File: config.mk
export PLATFORM = sky130hd
export DESIGN_NAME = operand_regfile
export DESIGN_NICKNAME = d
export VERILOG_FILES = /design/src/rtl/operand_regfile_pkg.sv /design/src/rtl/operand_slot.sv /design/src/rtl/operand_regfile.sv
export SDC_FILE = /design/constraint.sdc
export NUM_CORES = 1
export LEC_CHECK = 0
export ABC_CLOCK_PERIOD_IN_PS = 3600
export CELL_PAD_IN_SITES_DETAIL_PLACEMENT = 0
export CELL_PAD_IN_SITES_GLOBAL_PLACEMENT = 1
export CORE_ASPECT_RATIO = 1.25
export CORE_MARGIN = 5
export CORE_UTILIZATION = 44
export CTS_CLUSTER_SIZE = 30
export DETAILED_ROUTE_END_ITERATION = 6
export HOLD_SLACK_MARGIN = 0.06
export PLACE_DENSITY_LB_ADDON = 0.1
export SLEW_MARGIN = 20
export SYNTH_ARGS = -nofsm -noshare
export SYNTH_HDL_FRONTEND = slang
export SYNTH_SLANG_ARGS = --single-unit
export TNS_END_PERCENT = 5
File: constraint.sdc
create_clock -name clk -period 3.6 [get_ports clk]
set_clock_uncertainty 0.05 [all_clocks]
set_input_delay 0.54 -clock clk [delete_from_list [all_inputs] [get_ports clk]]
set_output_delay 0.54 -clock clk [all_outputs]
set_load 0.1 [all_outputs]
File: src/rtl/operand_regfile_pkg.sv
// Shared constants for the operand register bank: default geometry and the
// write-mode encoding driven onto auto_inc by the control FSM.
package operand_regfile_pkg;
  localparam int DEF_WIDTH = 5;
  localparam int DEF_DEPTH = 4;

  localparam logic MODE_ADDR = 1'b0;
  localparam logic MODE_AUTO = 1'b1;
endpackage

File: src/rtl/operand_slot.sv
// One operand entry: WIDTH-bit data plus its own valid bit. Clear beats write;
// reset is asynchronous and active-high.
module operand_slot #(
  parameter int WIDTH = 5
) (
  input  logic             clk,
  input  logic             rst,
  input  logic             we,
  input  logic             clr,
  input  logic [WIDTH-1:0] d,
  output logic [WIDTH-1:0] q,
  output logic             valid
);
  logic [WIDTH-1:0] data_d, data_q;
  logic             valid_d, valid_q;

  always_comb begin
    data_d  = data_q;
    valid_d = valid_q;
    if (clr) begin
      data_d  = '0;
      valid_d = 1'b0;
    end else if (we) begin
      data_d  = d;
      valid_d = 1'b1;
    end
  end

  always_ff @(posedge clk or posedge rst) begin
    if (rst) begin
      data_q  <= '0;
      valid_q <= 1'b0;
    end else begin
      data_q  <= data_d;
      valid_q <= valid_d;
    end
  end

  assign q     = data_q;
  assign valid = valid_q;
endmodule

File: src/rtl/operand_regfile.sv
// Operand register bank: DEPTH slots, explicit or auto-incrementing writes,
// two combinational read ports. Define OPERAND_REGFILE_BYPASS_EN for write-through reads.
module operand_regfile
  import operand_regfile_pkg::*;
#(
  parameter int WIDTH  = DEF_WIDTH,
  parameter int DEPTH  = DEF_DEPTH,
  parameter int ADDR_W = $clog2(DEPTH)
) (
  input  logic              clk,
  input  logic              reset,
  input  logic              enable,
  input  logic              auto_inc,
  input  logic [ADDR_W-1:0] wr_addr,
  input  logic [WIDTH-1:0]  Data,
  input  logic              clear,
  input  logic [ADDR_W-1:0] rd_addr_a,
  input  logic [ADDR_W-1:0] rd_addr_b,
  output logic [WIDTH-1:0]  Q_a,
  output logic [WIDTH-1:0]  Q_b,
  output logic [ADDR_W-1:0] wr_ptr,
  output logic [DEPTH-1:0]  valid,
  output logic              all_valid,
  output logic              wrap
);
  logic [ADDR_W-1:0] wr_ptr_d, wr_ptr_q;
  logic              wrap_d, wrap_q;
  logic [ADDR_W-1:0] wr_idx;
  logic              do_write;
  logic [WIDTH-1:0]  entry [DEPTH];

  assign wr_idx   = (auto_inc == MODE_AUTO) ? wr_ptr_q : wr_addr;
  assign do_write = enable && !clear;

  for (genvar i = 0; i < DEPTH; i++) begin : g_slot
    operand_slot #(.WIDTH(WIDTH)) u_slot (
      .clk   (clk),
      .rst   (reset),
      .we    (do_write && (wr_idx == ADDR_W'(i))),
      .clr   (clear),
      .d     (Data),
      .q     (entry[i]),
      .valid (valid[i])
    );
  end

  // The pointer only moves on auto writes; addressed writes leave it alone.
  always_comb begin
    wr_ptr_d = wr_ptr_q;
    wrap_d   = wrap_q;
    if (clear) begin
      wr_ptr_d = '0;
      wrap_d   = 1'b0;
    end else if (enable && (auto_inc == MODE_AUTO)) begin
      wr_ptr_d = wr_ptr_q + 1'b1;
      if (wr_ptr_q == ADDR_W'(DEPTH - 1)) wrap_d = 1'b1;
    end
  end

  always_ff @(posedge clk or posedge reset) begin
    if (reset) begin
      wr_ptr_q <= '0;
      wrap_q   <= 1'b0;
    end else begin
      wr_ptr_q <= wr_ptr_d;
      wrap_q   <= wrap_d;
    end
  end

`ifdef OPERAND_REGFILE_BYPASS_EN
  // Forward the in-flight write; suppressed while reset holds the bank empty.
  always_comb begin
    Q_a = entry[rd_addr_a];
    Q_b = entry[rd_addr_b];
    if (do_write && !reset && (rd_addr_a == wr_idx)) Q_a = Data;
    if (do_write && !reset && (rd_addr_b == wr_idx)) Q_b = Data;
  end
`else
  assign Q_a = entry[rd_addr_a];
  assign Q_b = entry[rd_addr_b];
`endif

  assign wr_ptr    = wr_ptr_q;
  assign wrap      = wrap_q;
  assign all_valid = &valid;
endmodule

==> results.md, run 1 <==
- R2R Path End: g_slot[3].u_slot.q[0]
- Max_slew headroom: approximately a third
- Hold Path Stages: 2
- Status: finished, final reports clean
- Sw Share: 33.5%
- Peak Freq: about 380 MHz
- HPWL after detailed placement: ~2.5 mm
- DIE WIDTH: approximately 64 microns
- RSZ-0062 raised after global routing: no
- Via count: 982
- PD cells: between 300 and 400 nW/um^2
- Setup TNS: 0 ns
- Critical-path cell list: clkdlybuf4s50_1 > mux4_2 > buf_4
- Total Wirelength: ~3.4 mm
- Slowest Stage Delay on Critical Path: around 0.67 ns
- Min-Delay Path Class: reg2reg
- Worst r2r src: wr_ptr[1]
- Clock slew at reported path FFs: approximately 0.09 ns
- Sequential power share: between 40% and 50%
- Routed Antenna Nets: 0
- Nets@finish: between 150 and 200
- Clk_lat worst skew: between 0.2 and 0.3 ns
- Chip Height: 77.9 microns
- Clock Tree Root: clkbuf_8
- Max-cap check violation count: 0
- Layout area overhead: 22.4%
- Overflow after GRT: 0
- Max IR drop VDD: around 0.24 mV
- Launch point of the worst hold path: wrap
- Cts repair resizes: 0
- Inserted Diodes: 0
- Worst Reg-to-Reg Cells: 3
- Cell Rows: 24
- Multi-input logic area: approximately 890 sq um
- DR WL/cell: between 15 and 20 microns
- Most common cell after layout, fill and taps aside: dfrtp_1
- Vias in the first global route: 1,129
- First-pass GRT wire length: 5.65 mm
- Clock Sinks: 27
- Initial antenna violation count: 0
- Worst Path Arrival: a little over 2 ns
- Final instance area: between 1500 and 2000 sq um
- Hold_buf cts: 0
- FF-to-FF setup slack: around 2.2 ns
- Clk pwr share: around a quarter
- Fill cells: between 300 and 400
- Internal Power: 466 uW
- Syn nets: roughly 130
- Crit end category: primary output
- Post-CTS Setup Inserts: 0
- DRC viols: 0
- Setup-failing EPs final: 0
- Largest net degree at the start of global routing: 29
- Number of synthesized register bits: 27
- Crit-path leading delay family: buffers and inverters
- CTS tree: built
- GRT Total Usage: 14.5%
- Setup WS pre-CTS: between 0.9 and 1 ns
- Synthesized area: about 1600 sq um
- IO Count: 34
- FF/Latch Area: 676 sq um
- Crit path max fanout: 5
- Placed inst area: 1940 sq um
- Pre-antenna DRT Iters: 4
- Critical Path Source Type: input port
- Initial DRC Count: 33
- Commonest non-fill, non-tap cells in the layout: dfrtp_1, clkdlybuf4s50_1, mux2_4, buf_4, and2b_1
- Hold endpoint: wrap
- RD Place Congestion: approximately 0.74
- Core Area: 3510 sq um
- Initial Util: 46.2%
- Measured slew at the worst slew-check pin: around 0.98 ns
- Critical path class: in2out
- Final worst slack: 0.991 ns
- DR vias/cell: between 5 and 6
- CTS H-tree depth: 1
- CP Depth: 3
- Clk buf depth: 2
- WP data required: about 3.0 ns
- # port buffers: 33
- Fin. Hold Viols: 0
- Layout cells sized above 1: approximately two fifths
- Worst hold slack: about 0.47 ns
- Ys Warns: 0
- Register area share after synthesis: a little over two fifths
- Cts bufs inserted: 3
- Switching pwr: 235 uW
- Syn_area_per_cell: roughly 14 sq um
- Syn Inst Count: roughly 110
- Yosys cell types: 22
- Final design utilization: approximately 57%
- Final period util: between 70% and 80%
- Crit path time final: roughly 2.6 ns
- Comb power frac: between 20% and 30%
- Slowest-stage cell, CP: clkdlybuf4s50_1
- Die area: ~5000 sq um
- Worst path buffer plus inverter count: 2
- Leakage: roughly 0.95 nW
- Final Max Tran Viols: 0
[synth_stat cells]
cell type	number	area [sq um]
nand3_4	4	70.1
buf_4	4	30.0
and2b_1	11	82.6
inv_1	5	18.8
nor2b_1	9	56.3
mux4_2	10	225
mux2_2	5	56.3
nor4_1	1	6.26
nand3_1	1	5.00
and2b_4	1	10.0
mux2i_4	2	45.0
buf_6	1	11.3
dfrtp_1	27	676
a21oi_1	1	5.00
o21ai_0	4	20.0
nand2_1	2	7.51
ha_1	1	12.5
xor2_1	1	8.76
mux2_4	17	255
clkbuf_1	2	7.51
a31oi_1	1	6.26
nor2_1	2	7.51
[worst max-delay path by stage]
stage	start	endpoint	slack, ns
floorplan	g_slot[1].u_slot.valid	all_valid	0.89
global placement	rd_addr_a[1]	Q_a[0]	0.99
detailed placement	rd_addr_b[0]	Q_b[3]	0.98
CTS	rd_addr_b[0]	Q_b[3]	0.98
global route	rd_addr_b[0]	Q_b[3]	0.94
finish	rd_addr_b[0]	Q_b[3]	0.99
[through the flow]
step           instances  power [mW]
2_1_floorplan        112       0.482
3_3_place_gp         178       0.531
3_5_place_dp         178       0.534
4_1_cts              182       0.711
5_1_grt              182       0.740
6_report             182       0.702
[per-layer routing]
| layer | GRT usage, % | vias to the layer above | wire [microns] |
|---|---|---|---|
| met1 | 18.6 | 498 | 1410 |
| met3 | 2.75 | 4 | 149 |
| met5 | 0 | - | 0 |
| met2 | 24.7 | 21 | 1770 |
| li1 | - | 459 | - |
| met4 | 4.07 | 0 | 23 |
[worst reg2reg max path, cell delays in order (launching register included)]
cell	delay, ns
dfrtp_1	0.46
mux2_4	0.32
nand3_4	0.14
mux2_2	0.35
[power by group through the flow]
stage / clock network [mW] / logic, mW / registers [mW]
finish: 0.176 / 0.198 / 0.327
global route: 0.201 / 0.209 / 0.330
CTS: 0.182 / 0.201 / 0.328
detailed placement: 0 / 0.201 / 0.334
global placement: 0 / 0.199 / 0.333
floorplan: 0 / 0.142 / 0.340
[flip-flops by register name, indices dropped and copies added (netlist names)]
signal,count
g_slot.u_slot.q,20
g_slot.u_slot.valid,4
wr_ptr,2
wrap,1
[cell families (layout without fill, tap and decap cells)]
| kind of cell | Yosys count | count (layout) | synth area share [%] |
|---|---|---|---|
| AOI/OAI and AO/OA | 6 | 6 | 1.93 |
| DFF | 27 | 27 | 41.6 |
| and+or+nand+nor | 31 | 31 | 15.1 |
| adders and majority gates | 1 | 1 | 0.771 |
| xor gates and xnor gates | 1 | 1 | 0.540 |
| buffers and inverters | 12 | 43 | 4.16 |
| muxes | 34 | 34 | 35.9 |
[area by class of cell]
cell class                 instances  area share (%)
multi-input combinational         73            44.6
sequential                        27            34.0
timing repair buffer              34            15.6
tap                               39            2.46
clock buffer                       3            2.08
inverter                           5           0.945
clock inverter                     1           0.252
Note: power is estimated with default switching activity, not from simulation.
==> run 2, diff against run 1 <==
ABC_CLOCK_PERIOD_IN_PS = 2200   (was 3600)
CORE_UTILIZATION = 37   (was 44)
clock period = 2.2 ns   (was 3.6 ns; I/O delays follow)
==> results.md, run 2 (synthesis results as in run 1) <==
- Worst hold slack: 0.360 ns (-0.108 ns)
- Die area: 5820 sq um (+16%)
- Post-CTS Setup Inserts: 0 (unchanged)
- Vias in the first global route: 1,123 (-0.53%)
- Leakage: 1.04 nW (+9.6%)
- Max FFs per register: 20 (unchanged)
- Status: finished, final reports clean
- Nets@finish: 169 (+5.0%)
- Cts repair resizes: 0 (unchanged)
- Setup TNS: 0 ns (unchanged)
- Placed inst area: 2150 sq um (+11%)
- Critical Path Source Type: input port
- Total Wirelength: 3.47 mm (+3.5%)
- Largest net degree at the start of global routing: 28 (-3.4%)
- Chip Height: 84.0 microns (+7.9%)
- GRT Total Usage: 13.1% (-1.5 points)
- DR vias/cell: 4.82 (-11%)
- RD Place Congestion: 0.768 (+4.0%)
- Clock slew at reported path FFs: 0.09 ns (about the same)
- Measured slew at the worst slew-check pin: 0.391 ns (-0.586 ns)
- Max-cap check violation count: 0 (unchanged)
- FF/Latch Area: 676 sq um (unchanged)
- IO Count: 34 (unchanged)
- Max IR drop VDD: 0.261 mV (+11%)
- Worst r2r src: wr_ptr[0]
- Clk buf depth: 2 (unchanged)
- FF-to-FF setup slack: 0.77 ns (-1.41 ns)
- Fill cells: 417 (+37%)
- Clock Tree Root: clkbuf_8
- CTS H-tree depth: 1 (unchanged)
- Pre-antenna DRT Iters: 4 (unchanged)
- Worst setup path startpoint: rd_addr_a[0]
- Peak Freq: about 490 MHz
- DIE WIDTH: 69.2 microns (+7.6%)
- Finished Layout Cells: 209 (+15%)
- Core Area: 4320 sq um (+23%)
- Min-Delay Path Class: in2async
- Crit path max fanout: 3 (-2)
- Final period util: around 93%
- WP data required: 1.82 ns (-1.19 ns)
- Most common cell after layout, fill and taps aside: dfrtp_1
- Final worst slack: 0.143 ns (-0.848 ns)
- R2R Path End: g_slot[3].u_slot.q[0]
- Setup-failing EPs final: 0 (unchanged)
- Crit path time final: 2.06 ns
- Via count: 1,008 (+2.6%)
- RSZ-0062 raised after global routing: no
- Layout area overhead: 35.4%
- Clk_lat worst skew: 0.27 ns (about the same)
- DR WL/cell: 16.6 microns (-9.9%)
- Cts bufs inserted: 3 (unchanged)
- Final Max Tran Viols: 0 (unchanged)
- Overflow after GRT: 0 (unchanged)
- Initial DRC Count: 24 (-27%)
- Placed cells: 205 (+15%)
- PD cells: 535 nW/um^2 (+51%)
- Critical path class: in2out
- Max_slew headroom: 73.9% (+39 points)
- DRC viols: 0 (unchanged)
- Routed Antenna Nets: 0 (unchanged)
- Final instance area: 2200 sq um (+11%)
- Clock Sinks: 27 (unchanged)
- Layout cells sized above 1: 46.4% (+6.5 points)
- Multi-input logic area: 895 sq um (+0.99%)
- Initial antenna violation count: 0 (unchanged)
- Worst Path Arrival: 1.68 ns (-0.34 ns)
- Initial Util: 37.5% (-8.7 points)
- HPWL after detailed placement: 2.71 mm (+10%)
- Fin. Hold Viols: 0 (unchanged)
- # port buffers: 33 (unchanged)
- Crit end category: primary output
- Commonest non-fill, non-tap cells in the layout: dfrtp_1, mux2_4, buf_4, clkdlybuf4s50_1
- Hold_buf cts: 0 (unchanged)
- CTS tree: built
- First-pass GRT wire length: 6.00 mm (+6.2%)
- Worst Reg-to-Reg Cells: 3 (unchanged)
- Cell Rows: 27 (+13%)
- Setup WS pre-CTS: 0.0709 ns (-0.909 ns)
- Inserted Diodes: 0 (unchanged)
run 2: cell count changes in the layout (fill, tap and decap cells not counted), sizes merged:
| cell | change |
|---|---|
| buf | +15 |
| clkdlybuf4s50 | -7 |
| clkbuf | +1 |
| clkinv | -1 |
run 2: worst max-delay path by stage:
stage | cells after the start | slack, ns | end
final | 4 | 0.14 | Q_a[3]
after global placement | 4 | 0.1 | g_slot[2].u_slot.q[3]
after floorplan | 3 | 0.26 | g_slot[1].u_slot.q[0]
after CTS | 4 | 0.13 | Q_a[3]
after global routing | 3 | 0.07 | Q_a[0]
after detailed placement | 4 | 0.07 | g_slot[2].u_slot.q[3]
run 2: layer usage:
layer  up-vias  part of all wire, %  global-route usage, %
li1        474                    -                      -
met1       505                   45                   16.9
met2        27                   50                   21.8
met3         2                  4.4                   2.89
met4         0                 0.78                   3.73
met5         -                    0                      0
run 2: where the power goes:
group | internal [mW] | total, mW | switching [mW]
sequential | 0.518 | 0.537 | 0.0187
clock | 0.129 | 0.274 | 0.145
combinational | 0.149 | 0.365 | 0.216
total | 0.796 | 1.18 | 0.379
run 2: final cells by class:
cell class,count,share of cell area (%)
Clock buffer,4,2.05
Inverter,5,0.854
Multi-Input combinational cell,73,40.7
Sequential cell,27,30.8
Tap cell,58,3.30
Timing Repair Buffer,42,22.3
run 2: worst max-delay path, stage by stage:
cell             delay [ns]
clkdlybuf4s50_1        0.49
buf_4                  0.14
mux4_2                 0.53
buf_12                 0.19
run 2: stage by stage:
stage	power, mW	util (%)
floorplan	0.791	-
finish	1.18	50.8
global placement	0.909	49.8
detailed placement	0.916	49.8
CTS	1.19	50.8
global route	1.22	50.8
==> run 3, diff against run 2 <==
--- a/config.mk
+++ b/config.mk
@@ -17,3 +17,2 @@
 export PLACE_DENSITY_LB_ADDON = 0.1
-export SLEW_MARGIN = 20
 export SYNTH_ARGS = -nofsm -noshare
--- a/constraint.sdc
+++ b/constraint.sdc
@@ -4,2 +4,2 @@
 set_output_delay 0.33 -clock clk [all_outputs]
-set_load 0.1 [all_outputs]
+set_load 0.005 [all_outputs]
==> results.md, run 3 (synthesis results as in run 1) <==
- Critical Path Source Type: input port
- CTS tree: built
- Commonest non-fill, non-tap cells in the layout: dfrtp_1, clkdlybuf4s50_1, mux2_4, and2b_1, buf_4
- IO Count: 34 (unchanged)
- Final period util: 96.3% (+2.8 points)
- Initial DRC Count: 26 (+8.3%)
- Cell Rows: 27 (unchanged)
- WP data required: 1.82 ns (about the same)
- Final design utilization: 48.4% (-2.4 points)
- Sequential power share: 52.2% (+6.6 points)
- Sw Share: 24.5% (-7.8 points)
- DIE WIDTH: 69.2 microns (unchanged)
- Clk_lat worst skew: 0.27 ns (about the same)
- HPWL after detailed placement: 2.61 mm (-3.5%)
- Final Max Tran Viols: 0 (unchanged)
- Worst Reg-to-Reg Cells: 3 (unchanged)
- Fin. Hold Viols: 0 (unchanged)
- Clock slew at reported path FFs: 0.09 ns (about the same)
- # port buffers: 33 (unchanged)
- Setup TNS: 0 ns (unchanged)
- Total Wirelength: 3.33 mm (-3.9%)
- DRC viols: 0 (unchanged)
- Worst r2r src: wr_ptr[1]
- GRT Total Usage: 12.3% (-0.73 points)
- Clock Sinks: 27 (unchanged)
- Leakage: 1.00 nW (-3.5%)
- Status: finished, final reports clean
- Nets@finish: 171 (+1.2%)
- Overflow after GRT: 0 (unchanged)
- Clock Tree Root: clkbuf_8
- PD cells: 490 nW/um^2 (-8.5%)
- Worst setup path startpoint: rd_addr_a[0]
- DR WL/cell: 15.8 microns (-4.8%)
- Fill cells: 428 (+2.6%)
- R2R Path End: g_slot[2].u_slot.q[2]
- Clk buf depth: 2 (unchanged)
- Comb power frac: 20.5% (-11 points)
- Cts bufs inserted: 3 (unchanged)
- Crit path time final: 2.12 ns (+0.0622 ns)
- Post-CTS Setup Inserts: 0 (unchanged)
- RSZ-0062 raised after global routing: no
- Chip Height: 84.0 microns (unchanged)
- Setup crit end: Q_a[3]
- Critical path class: in2out
- Via count: 1,019 (+1.1%)
- Worst Path Arrival: 1.74 ns (+0.06 ns)
- Peak Freq: 472 MHz (-2.9%)
- Layout area overhead: 29.1%
- RD Place Congestion: 0.748 (-2.6%)
- Largest net degree at the start of global routing: 28 (unchanged)
- CTS H-tree depth: 1 (unchanged)
- Min-Delay Path Class: in2async
- First-pass GRT wire length: 5.77 mm (-3.9%)
- Crit path max fanout: 3 (unchanged)
- Vias in the first global route: 1,129 (+0.53%)
- DR vias/cell: 4.83 (+0.13%)
- Switching pwr: 251 uW (-34%)
- Max IR drop VDD: 0.299 mV (+15%)
- Measured slew at the worst slew-check pin: 0.396 ns (+0.00563 ns)
- Clk pwr share: 27.3% (+4.0 points)
- Internal Power: 775 uW (-2.7%)
- Max-cap check violation count: 0 (unchanged)
- Die area: 5820 sq um (unchanged)
- Layout cells sized above 1: 34.6% (-12 points)
- Pre-antenna DRT Iters: 3 (-1)
- Crit end category: primary output
- Hold_buf cts: 0 (unchanged)
- Initial Util: 37.5% (unchanged)
- FF-to-FF setup slack: 0.77 ns (about the same)
- Power Total: 1.03 mW (-13%)
- Routed Antenna Nets: 0 (unchanged)
- Most common cell after layout, fill and taps aside: dfrtp_1
- Max FFs per register: 20 (unchanged)
- Cts repair resizes: 8 (+8)
- Setup-failing EPs final: 0 (unchanged)
- Max_slew headroom: 73.5% (-0.38 points)
- Initial antenna violation count: 0 (unchanged)
- Core Area: 4320 sq um (unchanged)
- Inserted Diodes: 0 (unchanged)
==> run 3: cell count changes in the layout (fill, tap and decap cells not counted), sizes merged <==
cell           change
buf               -16
clkdlybuf4s50     +10
dlygate4sd2        +8
==> run 3: final cells by class <==
| cell class | count | area, sq um | area share, % |
|---|---|---|---|
| inverter | 5 | 18.8 | 0.896 |
| multi-input combinational | 73 | 880 | 42.0 |
| tap | 58 | 72.6 | 3.46 |
| timing repair buffer | 44 | 403 | 19.2 |
| clock buffer | 4 | 45.0 | 2.15 |
| sequential | 27 | 676 | 32.3 |
==> run 3: worst max-delay path, cell delays in order <==
cell,delay [ns]
clkdlybuf4s50_1,0.49
buf_4,0.15
mux4_2,0.49
dlygate4sd2_1,0.28
==> run 3: layer usage <==
metal / routed length, microns / GRT usage, % / vias to the layer above
met2: 1630 / 20.4 / 26
met5: 0 / 0 / -
met3: 169 / 3.25 / 4
met1: 1510 / 15.7 / 510
met4: 29 / 3.73 / 0
li1: - / - / 479
==> run 3: worst min-delay path by stage <==
stage	to	slack [ns]	depth (start not counted)
after floorplan	g_slot[0].u_slot.q[0]	0.33	1
after global placement	wrap	0.45	2
after detailed placement	wrap	0.47	2
after CTS	g_slot[2].u_slot.valid	0.37	3
after global routing	wr_ptr[1]	0.41	3
final	g_slot[2].u_slot.valid	0.36	3
==> run 3: through the flow <==
step	cells	hold slack (ns)	worst slack (ns)	cell area, sq um
global placement	207	0.446	-0.104	2060
CTS	211	0.373	0.0674	2090
finish	211	0.361	0.0813	2090
floorplan	112	0.333	0.805	1620
detailed placement	207	0.468	-0.109	2060
global route	211	0.412	0.0248	2090
==> run 3: power groups by stage <==
stage	clock network (mW)	registers, mW	logic, mW
finish	0.280	0.536	0.210
global route	0.301	0.540	0.228
CTS	0.290	0.537	0.215
detailed placement	0	0.546	0.220
global placement	0	0.545	0.216
floorplan	0	0.540	0.122
